--- src/rtl/paddle_ai.sv ---
// Computer-controlled paddle: steers toward the ball (or screen centre) once per reaction window.
// Optional macro PADDLE_AI_MISS_EN adds an LFSR that randomly skips tracking decisions.
module paddle_ai #(
    parameter bit         SIDE         = 1'b1,
    parameter int         PADDLE_H     = 40,
    parameter int         SCREEN_H     = 480,
    parameter int         CENTER_Y     = 240,
    parameter int         DEADZONE     = 4,
    parameter int         REACT_CYCLES = 16,
    parameter logic [7:0] MISS_THRESH  = 8'd32
) (
    input  logic       clk,
    input  logic       reset,
    input  logic       enable,
    input  logic [9:0] ball_y,
    input  logic [1:0] ball_direction,
    input  logic [9:0] paddle_y,
    output logic       up,
    output logic       down,
    output logic [1:0] state,
    output logic       decide
);

    typedef enum logic [1:0] {
        IDLE   = 2'd0,
        TRACK  = 2'd1,
        RETURN = 2'd2,
        UNUSED = 2'd3
    } state_t;

    localparam int                CNT_W    = (REACT_CYCLES > 1) ? $clog2(REACT_CYCLES) : 1;
    localparam logic [CNT_W-1:0]  CNT_LAST = CNT_W'(REACT_CYCLES - 1);
    localparam logic signed [11:0] DZ_POS  = 12'(DEADZONE);
    localparam logic signed [11:0] DZ_NEG  = 12'(-DEADZONE);
    localparam logic [11:0]       HALF_H   = 12'(PADDLE_H / 2);
    localparam logic [11:0]       CENTER_T = 12'(CENTER_Y);
    localparam logic [9:0]        BOTTOM_Y = 10'(SCREEN_H - PADDLE_H);

    state_t            state_q, state_d, dec_state;
    logic [CNT_W-1:0]  count_q, count_d;
    logic              up_q, up_d;
    logic              down_q, down_d;
    logic              decide_q, decide_d;
    logic              strobe;
    logic              approaching;
    logic              miss;
    logic              want_up, want_down;
    logic [11:0]       target, centre;
    logic signed [11:0] diff;

    assign strobe = enable && (count_q == CNT_LAST);

    always_comb begin
        approaching = (ball_direction[0] == SIDE);
        dec_state   = approaching ? TRACK : RETURN;
        target      = (dec_state == TRACK) ? {2'b00, ball_y} : CENTER_T;
        centre      = {2'b00, paddle_y} + HALF_H;
        diff        = target - centre;
        // Clamps stop the paddle from being pushed past either screen edge.
        want_down   = (diff > DZ_POS) && (paddle_y < BOTTOM_Y);
        want_up     = (diff < DZ_NEG) && (paddle_y != 10'd0);
    end

`ifdef PADDLE_AI_MISS_EN
    logic [7:0] lfsr_q, lfsr_d;

    always_comb begin
        lfsr_d = lfsr_q;
        if (strobe) begin
            lfsr_d = {lfsr_q[6:0], lfsr_q[7] ^ lfsr_q[5] ^ lfsr_q[4] ^ lfsr_q[3]};
        end
        miss = (dec_state == TRACK) && (lfsr_q < MISS_THRESH);
    end

    always_ff @(posedge clk) begin
        if (reset) begin
            lfsr_q <= 8'h01;
        end else begin
            lfsr_q <= lfsr_d;
        end
    end
`else
    logic unused_miss_thresh;
    assign unused_miss_thresh = ^MISS_THRESH;
    assign miss = 1'b0;
`endif

    logic unused_vertical_dir;
    assign unused_vertical_dir = ball_direction[1];

    always_comb begin
        count_d  = count_q;
        state_d  = state_q;
        up_d     = up_q;
        down_d   = down_q;
        decide_d = strobe;

        if (!enable || strobe) begin
            count_d = '0;
        end else begin
            count_d = count_q + CNT_W'(1);
        end

        // Losing enable (or landing in the spare encoding) overrides any decision.
        if (!enable || state_q == UNUSED) begin
            state_d = IDLE;
            up_d    = 1'b0;
            down_d  = 1'b0;
        end else if (strobe) begin
            state_d = dec_state;
            up_d    = want_up && !miss;
            down_d  = want_down && !miss;
        end
    end

    always_ff @(posedge clk) begin
        if (reset) begin
            state_q  <= IDLE;
            count_q  <= '0;
            up_q     <= 1'b0;
            down_q   <= 1'b0;
            decide_q <= 1'b0;
        end else begin
            state_q  <= state_d;
            count_q  <= count_d;
            up_q     <= up_d;
            down_q   <= down_d;
            decide_q <= decide_d;
        end
    end

    assign up     = up_q;
    assign down   = down_q;
    assign state  = state_q;
    assign decide = decide_q;

endmodule

--- config.mk ---
export PLATFORM = sky130hd
export DESIGN_NAME = paddle_ai
export DESIGN_NICKNAME = d
export VERILOG_FILES = /design/src/rtl/paddle_ai.sv
export SDC_FILE = /design/constraint.sdc
export NUM_CORES = 1
export LEC_CHECK = 0
export ABC_AREA = 1
export ABC_CLOCK_PERIOD_IN_PS = 5000
export CAP_MARGIN = 40
export CORE_MARGIN = 5
export CORE_UTILIZATION = 54
export CTS_CLUSTER_SIZE = 8
export DETAILED_ROUTE_END_ITERATION = 16
export GPL_ROUTABILITY_DRIVEN = 0
export PLACE_DENSITY_LB_ADDON = 0.3
export REMOVE_ABC_BUFFERS = 1
export SYNTH_ARGS = -nofsm -noshare
export SYNTH_HDL_FRONTEND = slang
export SYNTH_SLANG_ARGS = --single-unit
--- constraint.sdc ---
create_clock -name clk -period 5 [get_ports clk]
set_clock_uncertainty 0.05 [all_clocks]
set_input_delay 0.5 -clock clk [delete_from_list [all_inputs] [get_ports clk]]
set_output_delay 0.5 -clock clk [all_outputs]
set_load 0.005 [all_outputs]
==> metrics <==
status completed; total clock sinks 9; die area approximately 0.0034 mm2; Setup Viol. Count Final 0; PortBufs 28; CTS Root Cell clkbuf_4; width of the die roughly 58 um; H-tree Lvls 1; synth unique cells 22; hold endpoint count_q[0]; Nets roughly 300; Stages on worst setup path 16; sequential area share after synthesis between 10% and 20%; Synth Register Bits 9; drt wl/cell 9.82 um; Slowest cell on crit path clkdlybuf4s50_1; fin crit period 3.00 ns; antenna violations before repair 0; Pwr Total around 0.29 mW; via count ~1300; fin area 0.00159 mm2; Hold Path Depth 1; diode count 0; dpl cell area ~0.0016 mm2; Internal 0.169 mW; largest net degree at the start of global routing 8; Post-route DRC 0; Seq. cell area about 180 um2; Clk network pwr share between 20% and 30%; Final period util between 60% and 70%; sw frac 41.0%; CP Class input port to register; CTS tree built; CP Capture Type register; YS warnings 0; Longest Clk Path Bufs 2; Critical R2R Launch count_q[0]; PostCTS Resize Cnt 0; syn_area_per_cell approximately 5.9 um2; Top Metal Used met4; leak pwr roughly 0.83 nW; Hold Crit Class register to register; Starting Density 56.6%; hold_buf cts 0; initial drt markers a little over 40; worst-skew pair later-pin latency approximately 0.27 ns; multi-input logic area approximately 900 um2; clk slew on worst S/H paths 0.06 ns; Register-to-Register Path Depth 9; met2 WL post-DR about 1300 um; GRT overflow 0; Worst R2R End down; crit-path cells clkdlybuf4s50_1 -> inv_1 -> or2_2 -> ha_1 -> ha_1 -> inv_2 -> nand2_1 -> nand3_1 -> nand2_1 -> nand2_1 -> nand2_1 -> nand2_1 -> nor2_1 -> nand3_1 -> nand2_1 -> a21oi_1; Max rail drop VDD 0.133 mV; Routed Antenna Nets 0; Core ar. between 0.002 and 0.0025 mm2; global-route wire length before repair between 4000 and 5000 um; setup TNS 0 ns; HPWL after detailed placement around 2400 um; filler cell count between 200 and 250; P&R area growth vs syn 27.3%; family with the most delay on the worst path simple AND/OR/NAND/NOR gates; Worst slew margin 79.2%; critical path arrival 3.11 ns; num rows 17; Mapped Cells around 210; worst-margin pin slew about 0.31 ns; CP max stage delay 0.60 ns; TritonCTS buffer count 3; final core occ approximately 72%; Max Fclk ~330 MHz; Comb pwr share roughly 54%; Reg power frac between 20% and 30%; met3 wire len between 80 and 90 um; RSZ-0062 raised after global routing false; die height just under 60 um; Max-cap violations 0; Post-CTS Repair Setup Buffers 0; CP required just over 5 ns; Vias per Instance approximately 4.9; most frequent cell on the critical path nand2_1; HP Start count_q[0]; vias in the first global route 1244; IO Count 30; Critical Path Fanout Max 7; first-pass iteration count of the detailed router 4; R2R Setup Slk 3.45 ns; fin. max-slew vios 0; power per cell area around 180 mW/mm2; Total GRT Usage a little under a fifth; CP bufs+invs 3; crit path launch type input port; final hold vios 0; Post-Route WL roughly 2700 um; share of cells above drive strength 1 8.13%; wl on met1 between 1000 and 1500 um; switching power around 0.12 mW; Mapped Area ~0.0013 mm2
how the worst max path moves through the flow:
stage               slack [ns]   end              start
floorplan                 2.66  down  ball_direction[0]
global placement          1.75    up  ball_direction[0]
detailed placement        1.74    up  ball_direction[0]
CTS                       2.03    up  ball_direction[0]
global route              1.71    up  ball_direction[0]
finish                    2.00    up  ball_direction[0]
synthesized netlist by cell type:
library cell / n / area, um2
inv_2: 2 / 7.51
nand3b_1: 1 / 7.51
nand3_2: 2 / 20.0
nor2_2: 1 / 6.26
inv_1: 42 / 158
a21oi_1: 8 / 40.0
o21ai_0: 2 / 10.0
nor3_1: 2 / 10.0
fa_1: 1 / 20.0
nand4_1: 1 / 6.26
nand2_2: 6 / 37.5
dfxtp_1: 9 / 180
nor4_1: 2 / 12.5
xnor2_1: 1 / 8.76
nand2_1: 64 / 240
nor2_1: 23 / 86.3
ha_1: 20 / 250
a21oi_2: 3 / 26.3
nor3_2: 1 / 10.0
nand3_1: 19 / 95.1
or2_2: 2 / 12.5
clkinv_1: 2 / 7.51
per-layer routing:
layer	track usage [%]	vias to the layer above
li1	-	727
met1	21.1	594
met2	33.2	17
met3	1.34	5
met4	8.94	0
met5	0	-
cell families after synthesis:
| logic type | count (synthesis) | synth area share (%) |
|---|---|---|
| AND/OR/NAND/NOR | 124 | 43.5 |
| AO/OA/AOI/OAI | 13 | 6.09 |
| flip-flops | 9 | 14.4 |
| adder cells (fa/ha/maj) | 21 | 21.6 |
| XOR/XNOR | 1 | 0.699 |
| buffers and inverters | 46 | 13.8 |
registers in the layout (all words and copies together), names as in the netlist:
name / flops
up: 1
count_q: 4
decide: 1
state: 2
down: 1
metrics by stage:
step / hold WS, ns / std cells / setup slack, ns
6_report: 0.395 / 274 / 2.00
5_1_grt: 0.433 / 274 / 1.71
4_1_cts: 0.400 / 274 / 2.03
3_5_place_dp: 0.386 / 270 / 1.74
3_3_place_gp: 0.384 / 270 / 1.75
2_1_floorplan: 0.368 / 214 / 2.66
power groups by stage:
stage / clock network [mW] / registers [mW] / logic [mW]
2_1_floorplan: 0 / 0.0745 / 0.115
3_3_place_gp: 0 / 0.0746 / 0.153
3_5_place_dp: 0 / 0.0746 / 0.155
4_1_cts: 0.0601 / 0.0730 / 0.157
5_1_grt: 0.0630 / 0.0731 / 0.183
6_report: 0.0571 / 0.0730 / 0.155
layout make-up:
class | count | share of cell area (%)
clock buffers | 4 | 1.65
inverters | 46 | 10.8
multi-input cells | 159 | 56.4
flip-flops and latches | 9 | 11.3
well taps | 28 | 2.20
repair buffers | 28 | 17.6
layout by cell type (no fill, tap or decap), types with 3 or more instances in the layout:
cell type	instances
nand2_2	6
clkdlybuf4s50_1	28
nand3_1	19
a21oi_1	8
dfxtp_1	9
clkbuf_4	3
nor2_1	23
nand2_1	64
ha_1	20
inv_1	42
a21oi_2	3
(Power assumes the default switching activity.)
